File: config.mk
export PLATFORM = sky130hd
export DESIGN_NAME = regfile_sb_flat
export DESIGN_NICKNAME = d
export VERILOG_FILES = /design/src/rtl/regfile_sb_if.sv /design/src/rtl/regfile_sb.sv /design/src/flat_wrapper.sv
export SDC_FILE = /design/constraint.sdc
export NUM_CORES = 1
export LEC_CHECK = 0
export BUFFER_PORTS_ARGS = -buffer_cell sky130_fd_sc_hd__clkbuf_2
export CAP_MARGIN = 20
export CORE_MARGIN = 2
export CORE_UTILIZATION = 46
export DETAILED_ROUTE_END_ITERATION = 8
export SKIP_LAST_GASP = 1
export SLEW_MARGIN = 20
export SYNTH_ARGS = -nofsm -noshare
export SYNTH_HDL_FRONTEND = slang
export SYNTH_SLANG_ARGS = --single-unit
File: constraint.sdc
create_clock -name clk -period 3.5 [get_ports clk]
set_input_delay 0.525 -clock clk [delete_from_list [all_inputs] [get_ports clk]]
set_output_delay 0.525 -clock clk [all_outputs]
set_load 0.005 [all_outputs]
File: src/rtl/regfile_sb_if.sv
// Register file bus: read ports, write-back port, scoreboard issue port and status.
// The master drives addresses and write-back; the slave returns read data and status.
interface regfile_sb_if #(
  parameter int XLEN = 32,
  parameter int NREG = 32,
  parameter int NRD  = 2,
  parameter int AW   = $clog2(NREG)
);
  logic [NRD*AW-1:0]   rd_addr;
  logic [NRD*XLEN-1:0] rd_data;
  logic [NRD-1:0]      rd_busy;
  logic                wr_en;
  logic [AW-1:0]       wr_addr;
  logic [XLEN-1:0]     wr_data;
  logic                sb_set;
  logic [AW-1:0]       sb_addr;
  logic [AW:0]         pend_cnt;
  logic                init_done;

  modport master (
    output rd_addr, wr_en, wr_addr, wr_data, sb_set, sb_addr,
    input  rd_data, rd_busy, pend_cnt, init_done
  );

  modport slave (
    input  rd_addr, wr_en, wr_addr, wr_data, sb_set, sb_addr,
    output rd_data, rd_busy, pend_cnt, init_done
  );
endinterface

File: src/rtl/regfile_sb.sv
// Multi-port register file with write-through bypass and a per-register busy scoreboard.
// After reset an INIT sweep zeroes every entry before traffic is accepted.
module regfile_sb #(
  parameter int XLEN = 32,
  parameter int NREG = 32,
  parameter int NRD  = 2,
  parameter int AW   = $clog2(NREG)
) (
  input  logic        clk,
  input  logic        rst_n,
  regfile_sb_if.slave bus
);

  typedef enum logic [0:0] {
    ST_INIT = 1'b0,
    ST_RUN  = 1'b1
  } state_e;

  localparam logic [AW-1:0] CNT_ONE  = {{(AW-1){1'b0}}, 1'b1};
  localparam logic [AW:0]   PEND_ONE = {{AW{1'b0}}, 1'b1};
  localparam logic [AW-1:0] CNT_LAST = AW'(NREG - 1);

  state_e            state_q, state_d;
  logic [AW-1:0]     clr_cnt_q, clr_cnt_d;
  logic [NREG-1:0]   busy_q, busy_d;
  logic [AW:0]       pend_cnt_q, pend_cnt_d;
  logic              init_done_q, init_done_d;
  logic [XLEN-1:0]   mem_q [NREG];

  logic              mem_we_s;
  logic [AW-1:0]     mem_waddr_s;
  logic [XLEN-1:0]   mem_wdata_s;
  logic              set_new_s;
  logic              clr_old_s;

  // FSM next state and storage write selection (INIT sweep or RUN write-back)
  always_comb begin
    state_d     = state_q;
    clr_cnt_d   = clr_cnt_q;
    mem_we_s    = 1'b0;
    mem_waddr_s = '0;
    mem_wdata_s = '0;
    case (state_q)
      ST_INIT: begin
        mem_we_s    = 1'b1;
        mem_waddr_s = clr_cnt_q;
        clr_cnt_d   = clr_cnt_q + CNT_ONE;
        if (clr_cnt_q == CNT_LAST) begin
          state_d = ST_RUN;
        end else begin
          state_d = ST_INIT;
        end
      end
      ST_RUN: begin
        if (bus.wr_en && (bus.wr_addr != '0)) begin
          mem_we_s    = 1'b1;
          mem_waddr_s = bus.wr_addr;
          mem_wdata_s = bus.wr_data;
        end else begin
          mem_we_s    = 1'b0;
        end
      end
      default: begin
        state_d   = ST_INIT;
        clr_cnt_d = '0;
      end
    endcase
    init_done_d = (state_d == ST_RUN);
  end

  // Scoreboard update: write-back clears, issue sets and wins on the same address
  always_comb begin
    busy_d     = busy_q;
    pend_cnt_d = pend_cnt_q;
    set_new_s  = 1'b0;
    clr_old_s  = 1'b0;
    if (state_q == ST_RUN) begin
      if (bus.wr_en) begin
        busy_d[bus.wr_addr] = 1'b0;
      end else begin
        busy_d = busy_q;
      end
      if (bus.sb_set && (bus.sb_addr != '0)) begin
        busy_d[bus.sb_addr] = 1'b1;
      end else begin
        busy_d[0] = 1'b0;
      end
      set_new_s = bus.sb_set && (bus.sb_addr != '0) && !busy_q[bus.sb_addr];
      clr_old_s = bus.wr_en && busy_q[bus.wr_addr] &&
                  !(bus.sb_set && (bus.sb_addr == bus.wr_addr));
    end else begin
      busy_d = busy_q;
    end
    case ({set_new_s, clr_old_s})
      2'b10:   pend_cnt_d = pend_cnt_q + PEND_ONE;
      2'b01:   pend_cnt_d = pend_cnt_q - PEND_ONE;
      default: pend_cnt_d = pend_cnt_q;
    endcase
  end

  // Control state with asynchronous clear
  always_ff @(posedge clk or negedge rst_n) begin
    if (!rst_n) begin
      state_q     <= ST_INIT;
      clr_cnt_q   <= '0;
      busy_q      <= '0;
      pend_cnt_q  <= '0;
      init_done_q <= 1'b0;
    end else begin
      state_q     <= state_d;
      clr_cnt_q   <= clr_cnt_d;
      busy_q      <= busy_d;
      pend_cnt_q  <= pend_cnt_d;
      init_done_q <= init_done_d;
    end
  end

  // Storage array; contents are only cleared by the INIT sweep
  always_ff @(posedge clk) begin
    if (mem_we_s) begin
      mem_q[mem_waddr_s] <= mem_wdata_s;
    end
  end

  for (genvar k = 0; k < NRD; k++) begin : g_rd
    logic [AW-1:0]   ra_s;
    logic            hit_s;
    logic [XLEN-1:0] data_s;
    logic            busy_s;

    assign ra_s  = bus.rd_addr[k*AW +: AW];
    assign hit_s = bus.wr_en && (bus.wr_addr == ra_s);

    // Read mux: zero during INIT and for r0, bypass on a same-cycle write-back
    always_comb begin
      if ((state_q != ST_RUN) || (ra_s == '0)) begin
        data_s = '0;
        busy_s = 1'b0;
      end else if (hit_s) begin
        data_s = bus.wr_data;
        busy_s = 1'b0;
      end else begin
        data_s = mem_q[ra_s];
        busy_s = busy_q[ra_s];
      end
    end

    assign bus.rd_data[k*XLEN +: XLEN] = data_s;
    assign bus.rd_busy[k]              = busy_s;
  end

  assign bus.pend_cnt  = pend_cnt_q;
  assign bus.init_done = init_done_q;

endmodule

File: src/flat_wrapper.sv
// flat-port wrapper written by rule: the top's interface ports become plain ports
module regfile_sb_flat 
#(
  parameter int XLEN = 32,
  parameter int NREG = 32,
  parameter int NRD  = 2,
  parameter int AW   = $clog2(NREG)
)
  (clk, rst_n, bus_rd_addr, bus_wr_en, bus_wr_addr, bus_wr_data, bus_sb_set, bus_sb_addr, bus_rd_data, bus_rd_busy, bus_pend_cnt, bus_init_done);
  regfile_sb_if #(.XLEN(XLEN), .NREG(NREG), .NRD(NRD), .AW(AW)) bus_i ();
  input  logic clk;
  input  logic rst_n;
  input wire logic [$bits(bus_i.rd_addr)-1:0] bus_rd_addr;
  input wire logic [$bits(bus_i.wr_en)-1:0] bus_wr_en;
  input wire logic [$bits(bus_i.wr_addr)-1:0] bus_wr_addr;
  input wire logic [$bits(bus_i.wr_data)-1:0] bus_wr_data;
  input wire logic [$bits(bus_i.sb_set)-1:0] bus_sb_set;
  input wire logic [$bits(bus_i.sb_addr)-1:0] bus_sb_addr;
  output wire logic [$bits(bus_i.rd_data)-1:0] bus_rd_data;
  output wire logic [$bits(bus_i.rd_busy)-1:0] bus_rd_busy;
  output wire logic [$bits(bus_i.pend_cnt)-1:0] bus_pend_cnt;
  output wire logic [$bits(bus_i.init_done)-1:0] bus_init_done;
  assign bus_i.rd_addr = bus_rd_addr;
  assign bus_i.wr_en = bus_wr_en;
  assign bus_i.wr_addr = bus_wr_addr;
  assign bus_i.wr_data = bus_wr_data;
  assign bus_i.sb_set = bus_sb_set;
  assign bus_i.sb_addr = bus_sb_addr;
  assign bus_rd_data = bus_i.rd_data;
  assign bus_rd_busy = bus_i.rd_busy;
  assign bus_pend_cnt = bus_i.pend_cnt;
  assign bus_init_done = bus_i.init_done;
  regfile_sb #(.XLEN(XLEN), .NREG(NREG), .NRD(NRD), .AW(AW)) u_core (.clk(clk), .rst_n(rst_n), .bus(bus_i));
endmodule
=== Word-level counts from Yosys, hierarchy flattened ===
Memories as Yosys holds them, arrays and structs flattened.
Cells that the tools add are included.

* Memory bits (writable): 1,024
* Memories kept: 1
* Input bits: 56
* Bits in registers: 44
* Output and inout bits: 73
* Logic and storage cells: 80

* Equal/unequal tests: 6
* Reductions and logical operators: 19
* Bitwise logic cells: 4
* Mux-type cells: 37
* Add/subtract/negate cells: 3
* $lt $le $gt $ge: 6

{| class="wikitable"
|+ Memories
! name !! depth !! width !! read ports !! clocked after memory_dff !! wr ports !! line !! RTL
|-
| u_core.mem_q || 32 || 32 || 2 || 0 || 1 || regfile_sb.sv:28 || <nowiki>logic [XLEN-1:0] mem_q [NREG];</nowiki>
|}

{| class="wikitable"
|+ Operator list
! kind !! count
|-
| $mux W32 || 8
|-
| $and A32 B32 Y32 || 1
|-
| $not A32 Y32 || 1
|-
| $or A32 B32 Y32 || 1
|-
| $mux W31 || 1
|-
| $lt A5 B6 Y1 const B || 4
|-
| $bmux W1 S5 || 4
|-
| $mux W1 || 18
|-
| $eq A5 B5 Y1 || 3
|-
| $pmux W6 S2 || 1
|-
| $demux W1 S5 || 2
|-
| $ge A5 B1 Y1 const B || 2
|-
| $logic_and A1 B1 Y1 || 10
|-
| $logic_not A5 Y1 || 2
|-
| $pmux W5 S2 || 1
|-
| $reduce_bool A5 Y1 || 2
|-
| $add A6 B1 Y6 const B || 1
|-
| $sub A6 B1 Y6 const B || 1
|-
| $add A5 B1 Y5 const B || 1
|-
| $eq A5 B5 Y1 const B || 1
|-
| $mux W5 || 1
|-
| $eq A2 B1 Y1 const B || 1
|-
| $eq A2 B2 Y1 const B || 1
|-
| $logic_not A1 Y1 || 2
|-
| other kinds (4) || 5
|}

=== Depth between registers and ports, before layout ===
* Word-level depth: 10
* Mapped depth: 14
* Depth with buffers taken out: 12

=== Worst setup path after synthesis ===
OpenSTA, ideal clock, no wires.

* Path type: input port to flip-flop
* Start point: input port bus_sb_addr[0]
* End point: register u_core.pend_cnt_q[5], in the netlist u_core.bus.pend_cnt[5]
* Stages on the path: 13
* Setup time: 79 ps
* Buffers on the path: 2
* Path slack: -218 ps
* Arrival time: 3,639 ps
* Cells stage by stage: clkbuf_1 > buf_2 > mux4_2 > mux2i_1 > o21ai_0 > a2111o_1 > ha_1 > ha_1 > a21o_1 > a21oi_1 > or4_1 > nand3_1 > xor2_1

* Word-level cells in the longest chain between the ends: 7

{| class="wikitable"
|+ RTL lines
! item !! line !! RTL
|-
| start: declaration || flat_wrapper.sv:18 || <nowiki>input wire logic [$bits(bus_i.sb_addr)-1:0] bus_sb_addr;</nowiki>
|-
| $bmux W1 S5 / $eq A5 B5 Y1 (equally long branches) || regfile_sb.sv:88, regfile_sb.sv:90 ||
|-
| $mux W1 (not written as such) / $logic_and A1 B1 Y1 (equally long branches) || regfile_sb.sv:88, regfile_sb.sv:90 ||
|-
| $logic_not A1 Y1, on equally long branches || regfile_sb.sv:88, regfile_sb.sv:90 ||
|-
| $logic_and A1 B1 Y1, on equally long branches || regfile_sb.sv:88, regfile_sb.sv:89 ||
|-
| $mux W1 || regfile_sb.sv:77 || <nowiki>if (state_q == ST_RUN) begin</nowiki>
|-
| $eq A2 B1 Y1 / $eq A2 B2 Y1 (equally long branches) || regfile_sb.sv:94 || <nowiki>case ({set_new_s, clr_old_s})</nowiki>
|-
| $pmux W6 S2 / $reduce_bool A2 Y1 (equally long branches) || - ||
|-
| end signal: assignment || regfile_sb.sv:113 || <nowiki>pend_cnt_q <= pend_cnt_d;</nowiki>
|-
| end: declaration || regfile_sb.sv:26 || <nowiki>logic [AW:0] pend_cnt_q, pend_cnt_d;</nowiki>
|}

Parallel ways exist; a longest one is shown, timed or not. The select of a mux whose other input is x is not followed.
A chain may end at the register's enable or synchronous reset.

=== Worst setup path in the final report ===
* Start point: register u_core.state_q
* End point: output port bus_rd_data[32]

* Word-level cells in the longest chain between the ends: 3

{| class="wikitable"
|+ RTL lines
! item !! line !! RTL
|-
| start: declaration || regfile_sb.sv:23 || <nowiki>state_e state_q, state_d;</nowiki>
|-
| start signal: assignment || regfile_sb.sv:110 || <nowiki>state_q <= state_d;</nowiki>
|-
| $not A1 Y1 || - ||
|-
| $logic_or A1 B1 Y1 || regfile_sb.sv:136 || <nowiki>if ((state_q != ST_RUN) || (ra_s == '0)) begin</nowiki>
|-
| $mux W32 || regfile_sb.sv:136 ||
|-
| end: declaration || flat_wrapper.sv:19 || <nowiki>output wire logic [$bits(bus_i.rd_data)-1:0] bus_rd_data;</nowiki>
|}

No other way between the ends.

==> impl_metrics.yaml <==
global_route:
  grt_usage: 0.289
  grt_pass1_wl_um: 236000
  grt_max_degree: 71
  grt_pass1_vias: 32200
  gr-total-overflow: 0
  antenna_found_initial: 1
final_layout:
  nets: 3112
  postLayoutCellArea_mm2: 0.0603
  diodes: 0
  syn2layout_area_growth_pct: 17.4
  drive_gt1_frac: 0.385
  stdcell_count: 4630
synthesis:
  synth_fp_nets: 2788
  synth_area_mm2: 0.0514
  yosys_warnings: 0
  synth_ff_type: "edfxtp_1"
  synth_edf_count: 1024
  synth_largest_area_cell: "edfxtp_1"
  yosysUniqueCellTypes: 58
  ys_seq_area_frac: 0.620
  synth_top_area_share: 0.598
  synth_area_leaders: "edfxtp_1 (60%), mux4_2 (24%), a211oi_1 (2.6%), dfrtp_1 (2.1%), mux2i_1 (2.0%)"
  synthArstFlopShare: 0.0412
  yosysMostFrequentCell: "edfxtp_1"
  syn_inst: 2724
  synth-seq-cells: 1068
  syn_avg_cell_area_um2: 18.9
  synth_commonest_cells: "edfxtp_1 (1024), mux4_2 (549), a211oi_1 (180), mux2i_1 (105), buf_2 (96)"
power:
  p_leak_nw: 21.3
  pwr-share-comb: 0.099
  vdd_drop_max_mv: 0.416
  p_int_mw: 22.7
  power_density_mw_per_mm2: 488
  clockPowerShare: 0.418
  swShare: 0.231
  power.switching_mw: 6.80
  power_frac_seq: 0.483
critical_path:
  crit_chain: "buf_4 -> o31a_1 -> o31a_2 -> buf_12 -> a32o_1 -> clkbuf_2"
  worstPathArrival_ns: 2.90
  critPathRequiredTime_ns: 2.97
  critical-path-slowest-cell: "o31a_2"
  worst-setup-path-type: "reg -> out"
  crit_path_max_fanout: 11
  rrSetupSlack_ns: 0.16
  worstSetupEndpointType: "primary output"
  setup.worst_path.start_class: "register"
  crit_path_max_incr_delay_ns: 0.50
placement:
  dpl_cell_area_mm2: 0.0565
  gp_congestion: 0.848
  dp.final_hpwl_um: 98700
  dp.cells: 4418
  port-buffer-count: 128
hold_path:
  worstHoldPathType: "in -> reg"
timing:
  fin_skew_ns: 0.0359
  finalSetupViolations: 0
  slew_headroom: 0.269
  rsz0062_at_grt: "no"
  slew_violations: 0
  period_share: 0.980
  hold_viol_final: 0
  fmax_mhz: 292
  min_period_ns: 3.43
  worst-slew-pin-transition_ns: 1.09
clocking:
  cts_max_level: 3
  clk_pin_slew_ns: 0.07
  cts_root_buf: "clkbuf_16"
  cts_tree: "built"
  clock_latency_ns: 0.71
  cts_sinks: 1068
  clockBufferDepth: 3
  cts_buffers: 112
detailed_routing:
  drcViolationCount: 0
  via_count: 31500
  vias_per_cell: 6.80
  ant_nets: 0
  drt-wirelength-per-cell_um: 35.8
  first_pass_iters: 7
  routed_wl_um: 166000
  drt_iter0_markers: 3981
floorplan:
  ioPinCount: 129
  dieArea_mm2: 0.114
  die_w_um: 338
  core-area_mm2: 0.111
  initial_utilization: 0.464
  die_h_um: 338
  rows: 122
job:
  drv_cap: 0
run_status:
  status: "complete, no violations"
## cells by family after synthesis
family                     Yosys count  synth area share
buffers and inverters              242            0.0217
and+or+nand+nor                    343            0.0368
adders and majority gates            8           0.00209
muxes                              658             0.262
AOI/OAI and AO/OA                  382            0.0538
xor gates and xnor gates            23           0.00392
DFF                               1068             0.620
## metal layers
layer	vias to the layer above	routed length, um	track usage
met1	16800	63700	0.394
li1	12400	-	-
met3	353	16500	0.0580
met4	2	6630	0.111
met5	-	13	0
met2	1895	79100	0.460
## cells in the final DEF, fill, tap and decap left out, types with 18 or more instances in the layout
master	instances
clkbuf_1	31
a211oi_1	180
o22ai_1	35
and2_1	61
o21ai_0	73
a211o_1	29
mux2i_1	105
nand2_1	61
buf_12	82
nor2b_1	88
clkinv_2	18
a32o_1	31
buf_4	231
bufinv_16	18
edfxtp_1	1024
nor2_4	32
mux4_2	549
clkbuf_16	113
dfrtp_1	44
clkbuf_2	120
nor3_1	23
## worst paths after layout
| check | from | endpoint | cells after the start |
|---|---|---|---|
| worst min-delay path | bus_sb_set | u_core.busy_q[0] | 3 |
| worst min register to register | u_core.bus.pend_cnt[5] | u_core.bus.pend_cnt[5] | 1 |
| worst max-delay path | u_core.state_q | bus_rd_data[32] | 6 |
| min in group asynchronous | rst_n | u_core.busy_q[0] | 2 |
| worst max register to register | u_core.busy_q[25] | u_core.bus.pend_cnt[5] | 11 |
| max in group asynchronous | rst_n | u_core.busy_q[9] | 2 |
## per-stage QoR
| stage | hold WS (ns) | setup TNS (ns) | worst slack, ns | power [mW] | utilization |
|---|---|---|---|---|---|
| floorplan | 0.229 | 0 | 0.0424 | 16.2 | - |
| global placement | 0.467 | -1.06 | -0.420 | 17.3 | 0.511 |
| detailed placement | 0.464 | -1.29 | -0.453 | 17.4 | 0.511 |
| CTS | 0.0739 | 0 | 0.0199 | 29.6 | 0.545 |
| global route | 0.199 | 0 | 0.00221 | 30.3 | 0.545 |
| finish | 0.200 | 0 | 0.0715 | 29.5 | 0.545 |
## critical path: cells and delay by family (launching register included)
family / cells / cell delay (ns)
buffers and inverters: 3 / 0.69
flip-flops: 1 / 0.45
AO/OA/AOI/OAI: 3 / 1.07
## cell type report
| type | instances | area [um2] |
|---|---|---|
| repair buffers | 441 | 4110 |
| fillers | 8463 | 50300 |
| well taps | 1488 | 1860 |
| inverters | 11 | 43.8 |
| flip-flops and latches | 1068 | 31900 |
| clock buffers | 144 | 2940 |
| multi-input cells | 1414 | 18700 |
| clock inverters | 64 | 812 |
## registers in the layout, indices dropped and copies added (netlist names)
name and cells:
u_core.clr_cnt_q 5, u_core.mem_q 1024, u_core.state_q 1, u_core.bus.pend_cnt 6
u_core.busy_q 32
## power by group through the flow
stage / combinational [mW] / sequential [mW] / clock, mW
6_report: 2.91 / 14.2 / 12.3
2_1_floorplan: 1.70 / 14.5 / 0
5_1_grt: 3.09 / 14.2 / 13.0
3_5_place_dp: 2.89 / 14.5 / 0
4_1_cts: 2.91 / 14.2 / 12.5
3_3_place_gp: 2.85 / 14.5 / 0
## what timing repair did
item                                    in CTS  in global routing
setup buffers                                2                  0
gates cloned                                 1                  0
endpoints found under the hold margin        0                 44
gates resized for setup                      1                  3
endpoints found under the setup margin       2                 14
pin swaps                                    1                  0
hold buffers                                 0                  1
Power figures use the tool's default switching activity.
